<file path="src/rtl/alu_seq_pkg.sv">
// Shared definitions for the ALU command front-end: FSM encodings and the
// ALU function codes the host is expected to issue.
package alu_seq_pkg;

    typedef enum logic [1:0] {
        IDLE = 2'd0,
        EXEC = 2'd1,
        RESP = 2'd2
    } state_t;

    localparam logic [5:0] ALUFN_ADD   = 6'b000000;
    localparam logic [5:0] ALUFN_SUB   = 6'b000001;
    localparam logic [5:0] ALUFN_MUL   = 6'b000010;
    localparam logic [5:0] ALUFN_SHL   = 6'b100000;
    localparam logic [5:0] ALUFN_CMPEQ = 6'b110011;

endpackage

</file>
<file path="src/rtl/alu_seq_if.sv">
// Host-side request/response bundle of the ALU front-end.
// master = host issuing operations, slave = alu_seq.
interface alu_seq_if #(
    parameter int WIDTH = 32
) ();

    logic             req_valid;
    logic             req_ready;
    logic [5:0]       req_alufn;
    logic [WIDTH-1:0] req_a;
    logic [WIDTH-1:0] req_b;
    logic             req_use_acc;

    logic             rsp_valid;
    logic             rsp_ready;
    logic [WIDTH-1:0] rsp_data;
    logic             rsp_z;
    logic             rsp_n;
    logic             rsp_v;

    modport master (
        output req_valid, req_alufn, req_a, req_b, req_use_acc, rsp_ready,
        input  req_ready, rsp_valid, rsp_data, rsp_z, rsp_n, rsp_v
    );

    modport slave (
        input  req_valid, req_alufn, req_a, req_b, req_use_acc, rsp_ready,
        output req_ready, rsp_valid, rsp_data, rsp_z, rsp_n, rsp_v
    );

endinterface

</file>
<file path="src/rtl/alu_seq.sv">
// Sequential front-end for an externally instantiated combinational ALU.
// Registers one operation, lets the ALU settle for a cycle, captures the
// result and flags, and hands them back over a valid/ready response.
// An accumulator holds the last result so operations can be chained.
//
//   state | meaning
//   ------+-------------------------------------------------------------
//   IDLE  | req_ready=1; a valid request latches operands into alu_* regs
//   EXEC  | ALU settles on registered operands; result/acc/count captured
//   RESP  | rsp_valid=1, response held until rsp_ready
module alu_seq
    import alu_seq_pkg::*;
#(
    parameter int WIDTH = 32,
    parameter int CNT_W = 16
) (
    input  logic             clk,
    input  logic             rst,
    alu_seq_if.slave         bus,
    output logic [WIDTH-1:0] o_alu_a,
    output logic [WIDTH-1:0] o_alu_b,
    output logic [5:0]       o_alu_alufn,
    input  logic [WIDTH-1:0] i_alu_out,
    input  logic             i_alu_z,
    input  logic             i_alu_n,
    input  logic             i_alu_v,
    output logic [CNT_W-1:0] o_op_count
);

    state_t           r_state;
    state_t           w_next_state;
    logic             w_accept;
    logic             w_exec;

    logic             r_req_ready;
    logic             r_rsp_valid;
    logic [WIDTH-1:0] r_alu_a;
    logic [WIDTH-1:0] r_alu_b;
    logic [5:0]       r_alu_alufn;
    logic [WIDTH-1:0] r_acc;
    logic [WIDTH-1:0] r_rsp_data;
    logic             r_rsp_z;
    logic             r_rsp_n;
    logic             r_rsp_v;
    logic [CNT_W-1:0] r_op_count;

    // Next-state decode; response handshake only matters in RESP, request only in IDLE
    always_comb begin
        w_next_state = r_state;
        w_accept     = 1'b0;
        w_exec       = 1'b0;
        unique case (r_state)
            IDLE: begin
                if (bus.req_valid) begin
                    w_accept     = 1'b1;
                    w_next_state = EXEC;
                end
            end
            EXEC: begin
                w_exec       = 1'b1;
                w_next_state = RESP;
            end
            RESP: begin
                if (bus.rsp_ready) begin
                    w_next_state = IDLE;
                end
            end
            default: w_next_state = IDLE;
        endcase
    end

    // State register; ready/valid are registered decodes of the next state
    always_ff @(posedge clk or posedge rst) begin
        if (rst) begin
            r_state     <= IDLE;
            r_req_ready <= 1'b1;
            r_rsp_valid <= 1'b0;
        end else begin
            r_state     <= w_next_state;
            r_req_ready <= (w_next_state == IDLE);
            r_rsp_valid <= (w_next_state == RESP);
        end
    end

    // Operand registers driving the ALU; held after EXEC until the next accept
    always_ff @(posedge clk or posedge rst) begin
        if (rst) begin
            r_alu_a     <= '0;
            r_alu_b     <= '0;
            r_alu_alufn <= '0;
        end else if (w_accept) begin
            r_alu_a     <= bus.req_use_acc ? r_acc : bus.req_a;
            r_alu_b     <= bus.req_b;
            r_alu_alufn <= bus.req_alufn;
        end
    end

    // Result capture at the end of EXEC; flags taken as-is for every function
    always_ff @(posedge clk or posedge rst) begin
        if (rst) begin
            r_acc      <= '0;
            r_rsp_data <= '0;
            r_rsp_z    <= 1'b0;
            r_rsp_n    <= 1'b0;
            r_rsp_v    <= 1'b0;
        end else if (w_exec) begin
            r_acc      <= i_alu_out;
            r_rsp_data <= i_alu_out;
            r_rsp_z    <= i_alu_z;
            r_rsp_n    <= i_alu_n;
            r_rsp_v    <= i_alu_v;
        end
    end

    // Completed-operation counter, wraps naturally
    always_ff @(posedge clk or posedge rst) begin
        if (rst) begin
            r_op_count <= '0;
        end else if (w_exec) begin
            r_op_count <= r_op_count + CNT_W'(1);
        end
    end

    assign bus.req_ready = r_req_ready;
    assign bus.rsp_valid = r_rsp_valid;
    assign bus.rsp_data  = r_rsp_data;
    assign bus.rsp_z     = r_rsp_z;
    assign bus.rsp_n     = r_rsp_n;
    assign bus.rsp_v     = r_rsp_v;
    assign o_alu_a       = r_alu_a;
    assign o_alu_b       = r_alu_b;
    assign o_alu_alufn   = r_alu_alufn;
    assign o_op_count    = r_op_count;

endmodule

</file>
<file path="src/flat_wrapper.sv">
// flat-port wrapper written by rule: the top's interface ports become plain ports
module alu_seq_flat import alu_seq_pkg::*;
#(
    parameter int WIDTH = 32,
    parameter int CNT_W = 16
)
  (clk, rst, o_alu_a, o_alu_b, o_alu_alufn, i_alu_out, i_alu_z, i_alu_n, i_alu_v, o_op_count, bus_req_valid, bus_req_alufn, bus_req_a, bus_req_b, bus_req_use_acc, bus_rsp_ready, bus_req_ready, bus_rsp_valid, bus_rsp_data, bus_rsp_z, bus_rsp_n, bus_rsp_v);
  alu_seq_if #(.WIDTH(WIDTH)) bus_i ();
  input  logic clk;
  input  logic rst;
  output logic [WIDTH-1:0] o_alu_a;
  output logic [WIDTH-1:0] o_alu_b;
  output logic [5:0] o_alu_alufn;
  input  logic [WIDTH-1:0] i_alu_out;
  input  logic i_alu_z;
  input  logic i_alu_n;
  input  logic i_alu_v;
  output logic [CNT_W-1:0] o_op_count;
  input wire logic [$bits(bus_i.req_valid)-1:0] bus_req_valid;
  input wire logic [$bits(bus_i.req_alufn)-1:0] bus_req_alufn;
  input wire logic [$bits(bus_i.req_a)-1:0] bus_req_a;
  input wire logic [$bits(bus_i.req_b)-1:0] bus_req_b;
  input wire logic [$bits(bus_i.req_use_acc)-1:0] bus_req_use_acc;
  input wire logic [$bits(bus_i.rsp_ready)-1:0] bus_rsp_ready;
  output wire logic [$bits(bus_i.req_ready)-1:0] bus_req_ready;
  output wire logic [$bits(bus_i.rsp_valid)-1:0] bus_rsp_valid;
  output wire logic [$bits(bus_i.rsp_data)-1:0] bus_rsp_data;
  output wire logic [$bits(bus_i.rsp_z)-1:0] bus_rsp_z;
  output wire logic [$bits(bus_i.rsp_n)-1:0] bus_rsp_n;
  output wire logic [$bits(bus_i.rsp_v)-1:0] bus_rsp_v;
  assign bus_i.req_valid = bus_req_valid;
  assign bus_i.req_alufn = bus_req_alufn;
  assign bus_i.req_a = bus_req_a;
  assign bus_i.req_b = bus_req_b;
  assign bus_i.req_use_acc = bus_req_use_acc;
  assign bus_i.rsp_ready = bus_rsp_ready;
  assign bus_req_ready = bus_i.req_ready;
  assign bus_rsp_valid = bus_i.rsp_valid;
  assign bus_rsp_data = bus_i.rsp_data;
  assign bus_rsp_z = bus_i.rsp_z;
  assign bus_rsp_n = bus_i.rsp_n;
  assign bus_rsp_v = bus_i.rsp_v;
  alu_seq #(.WIDTH(WIDTH), .CNT_W(CNT_W)) u_core (.clk(clk), .rst(rst), .bus(bus_i), .o_alu_a(o_alu_a), .o_alu_b(o_alu_b), .o_alu_alufn(o_alu_alufn), .i_alu_out(i_alu_out), .i_alu_z(i_alu_z), .i_alu_n(i_alu_n), .i_alu_v(i_alu_v), .o_op_count(o_op_count));
endmodule
</file>
<file path="config.mk">
export PLATFORM = sky130hd
export DESIGN_NAME = alu_seq_flat
export DESIGN_NICKNAME = d
export VERILOG_FILES = /design/src/rtl/alu_seq_pkg.sv /design/src/rtl/alu_seq_if.sv /design/src/rtl/alu_seq.sv /design/src/flat_wrapper.sv
export SDC_FILE = /design/constraint.sdc
export NUM_CORES = 1
export LEC_CHECK = 0
export ABC_AREA = 0
export CORE_MARGIN = 4
export CORE_UTILIZATION = 37
export DETAILED_ROUTE_END_ITERATION = 7
export GPL_TIMING_DRIVEN = 0
export PLACE_DENSITY = 0.76
export SYNTH_ARGS = -nofsm -noshare
export SYNTH_HDL_FRONTEND = slang
export SYNTH_SLANG_ARGS = --single-unit
</file>
<file path="constraint.sdc">
create_clock -name clk -period 4.5 [get_ports clk]
set_input_delay 1.125 -clock clk [delete_from_list [all_inputs] [get_ports clk]]
set_output_delay 1.125 -clock clk [all_outputs]
set_load 0.05 [all_outputs]
</file>
# Yosys cells after proc, flatten, opt, wreduce, memory -nomap -nowiden
# Index checks and enable logic that the tools add are counted.
# classes
mul	0
add_sub_neg	1
div_mod_pow	0
order_cmp	0
n_reduce_logical	2
n_bitwise	0
mux	7
shifts	0
eq_ne	3
# ops
op	n
$mux 32	1
$add 16x1->16 const B	1
$pmux 2 s3	1
$eq 2x2->1 const B	2
$logic_not 2->1	2
$mux 2	2
$mux 1	3
$eq 2x1->1 const B	1
# word_totals
out_inout_bits	123
rom_bits	0
ff_bits	125
ramBits	0
n_memories	0
latch_bits	0

# Logic depth before layout (Yosys ltp)
# logic_depth
depth_word	3
ltp_mapped	6

# Worst setup path after synthesis
# No wires, ideal clock.
# synth_timing
path_kind	input to register
start	input bus_req_valid
end	register u_core.r_alu_a[10] (netlist: u_core.o_alu_a[10])
setup_time_ps	137
stages	4
path_slack_ps	2454
arrival_time_ps	1909
path_cell_list	nor3b_2 buf_2 buf_1 a21oi_1
# synth_via
elab_chain_cells	2
# synth_rtl
item	line_no	rtl
from (decl)	flat_wrapper.sv:19	input wire logic [$bits(bus_i.req_valid)-1:0] bus_req_valid;
$mux 1	alu_seq.sv:54	if (bus.req_valid) begin
$mux 1	alu_seq.sv:52	unique case (r_state)
to (signal assigned)	alu_seq.sv:92	r_alu_a <= bus.req_use_acc ? r_acc : bus.req_a;
to (decl)	alu_seq.sv:37	logic [WIDTH-1:0] r_alu_a;
# No other way between the ends.
# A chain may end at the register's enable or synchronous reset.

# Worst setup path in the final report
# layout_timing
start	register u_core.r_op_count[5] (netlist: u_core.o_op_count[5])
end	output o_op_count[5]
# layout_lines
item	line_no	rtl
from (decl)	alu_seq.sv:45	logic [CNT_W-1:0] r_op_count;
from (signal assigned)	alu_seq.sv:120	r_op_count <= r_op_count + CNT_W'(1);
to (decl)	flat_wrapper.sv:18	output logic [CNT_W-1:0] o_op_count;
# No word-level cell between the ends.

==> reports/results.ini <==
[clocking]
post_cts_resized=0
cts.sinks=125
root_buffer=clkbuf_16
hold_buffers=0
cts.clk_slew.worst_paths_ns=0.05
postCtsSetupBuffers=0
cts_tree=built
cts_buffer_depth=2
h-tree-depth=4
clk_latency_ns=0.40
numCtsBuffers=17

[placement]
placed_cells=849
place_area_um2=7610
pre_cts_slack_ns=1.40
dp_hpwl_mm=10.7
finalWeightedCongestion=0.802
io_buffers=231

[routing]
drt-initial-drc-count=191
totalWireLength_mm=14.0
vias=4174
wire_per_inst_um=15.9
drtPass1Iterations=4
route.detailed.drc=0
viasPerCell=4.74
postRouteAntennaNets=0

[global_route]
grtUsageTotal=0.182
antenna_found_initial=0
grt_first_pass_wirelength_mm=22.8
grt_remaining_overflow=0
grt_max_degree=75
grt_pass1_vias=4463

[timing]
finalCritPeriodShare=0.638
fmax_mhz=348
final_max_slew_viol_count=0
worst_pin_slew_ns=0.551
tns_ns=0
rsz0062_at_grt=no
fin_hold_ws_ns=0.472
fin_ws_ns=1.63
slew-limit-headroom=0.632
setup_viol=0
hold_viol=0
min_period_ns=2.87
finClkSkew_ns=0.00711

[critical_path]
cp-start-kind=flip-flop
critical_path_buf_inv_count=1
timing.rr.start=u_core.r_state[0]
arrival_ns=1.75
crit_path_max_incr_delay_ns=0.86
crit_family=buffers and inverters
crit_path_end_kind=output port
cp_max_fo=6
critPathRequiredTime_ns=3.38
startpoint=u_core.o_op_count[5]
crit_type=reg2out
crit_chain=clkdlybuf4s50_1
cpMaxStageDelayCell=clkdlybuf4s50_1

[outcome]
status=finished clean

[layout]
drive_gt1_frac=0.128
fillers=1094
layout_common_cells=clkdlybuf4s50_1 (231), dfrtp_1 (124), nand2_1 (114)
nets=803
antenna_cells=0
layout-area-overhead-vs-synth_pct=62.1
final_common_cell=clkdlybuf4s50_1
final_area_um2=8180
stdcell_count=881

[die]
coreArea_um2=13300
die_w_um=125
rows=42
die_h_um=125
num_io_pins=233
start_util=0.380
die_area_um2=15600

[power_and_ir_drop]
power_switching_mw=3.34
p_int_mw=3.79
clock_power_share=0.180
combPwrFrac=0.544
p_leak_nw=3.66
seqPwrFrac=0.276
cellPowerDensity_nw_per_um2=872
peakVddDrop_mv=0.458
power_switching_share=0.469

[logic_synthesis]
yosysSeqAreaShare=0.620
synth_area_um2=5050
avgSynthCellArea_um2=11.4
yosysWarnings=0
synthCells=441
syn-num-nets=552
ys_types=27
synth-seq-cells=125

[job]
cap_violations=0

[hold_path]
min_from=u_core.o_op_count[15]
hp-class=reg2reg

routing by layer:
layer  part of all wire  vias up  track usage  wire, µm
li1                   -     1968            -         -
met2               0.52      134        0.316      7320
met3              0.064       20       0.0656       888
met1               0.39     2052        0.207      5500
met4              0.018        0       0.0638       255
met5                  0        -            0         0
cells in the mapped netlist (all sizes together):
cell type / count / area (µm²)
a21oi: 32 / 160
and2b: 1 / 7.51
and3: 2 / 13.8
buf: 18 / 93.8
clkbuf: 6 / 22.5
dfrtp: 124 / 3100
dfstp: 1 / 26.3
ha: 1 / 12.5
inv: 2 / 7.51
mux2: 38 / 428
mux2i: 32 / 320
nand2: 114 / 428
nand2b: 2 / 12.5
nand3: 3 / 15.0
nand4: 7 / 73.8
nor2: 35 / 131
nor3: 1 / 5.00
nor3b: 1 / 12.5
nor4: 4 / 31.3
o21ai: 2 / 10.0
xnor2: 8 / 70.1
xor2: 7 / 61.3
path summary, 6_finish.rpt:
kind                                    endpoint  slack [ns]  cells after the start
max in group asynchronous   u_core.bus.req_ready        2.59                      3
hold reg to reg            u_core.o_op_count[15]        0.47                      1
min in group asynchronous     u_core.o_alu_b[13]        1.13                      2
hold / removal             u_core.o_op_count[15]        0.47                      1
setup reg to reg              u_core.o_alu_a[12]        2.67                      4
setup / recovery                   o_op_count[5]        1.63                      1
sequential cells by signal, indices dropped and copies added (netlist names):
| name | flops |
|---|---|
| u_core.o_alu_a | 32 |
| u_core.bus.rsp_n | 1 |
| u_core.bus.rsp_data | 32 |
| u_core.o_alu_alufn | 6 |
| u_core.bus.rsp_v | 1 |
| u_core.o_alu_b | 32 |
| u_core.bus.rsp_valid | 1 |
| u_core.o_op_count | 16 |
| u_core.bus.rsp_z | 1 |
| u_core.bus.req_ready | 1 |
| u_core.r_state | 2 |
cells by family (layout without fill, tap and decap cells):
family | Yosys count | in the layout | synth area share
AO/OA/AOI/OAI | 34 | 34 | 0.0337
buffers and inverters | 26 | 290 | 0.0245
AND/OR/NAND/NOR | 170 | 170 | 0.145
flip-flops | 125 | 125 | 0.620
adder cells (fa/ha/maj) | 1 | 1 | 0.00248
XOR/XNOR | 15 | 15 | 0.0260
multiplexers | 70 | 70 | 0.148
area by class of cell:
class / count / area [µm²] / share of cell area
Sequential cell: 125 / 3130 / 0.383
Inverter: 2 / 12.5 / 0.00153
Buffer: 24 / 116 / 0.0142
Clock inverter: 6 / 57.6 / 0.00704
Tap cell: 176 / 220 / 0.0269
Timing Repair Buffer: 232 / 2340 / 0.286
Multi-Input combinational cell: 290 / 1790 / 0.219
Clock buffer: 26 / 509 / 0.0623
through the flow:
step	total power, mW	utilization
global route	7.48	0.615
finish	7.13	0.615
detailed placement	5.90	0.572
CTS	7.21	0.615
global placement	5.83	0.570
floorplan	4.47	-
power by group through the flow:
stage	logic [mW]	clock network (mW)	registers, mW
after floorplan	0.772	0	3.70
after global placement	3.87	0	1.96
after detailed placement	3.92	0	1.98
after CTS	3.93	1.31	1.97
after global routing	4.07	1.37	2.03
final	3.88	1.28	1.97
No activity file was read; power rests on OpenSTA's default activity.
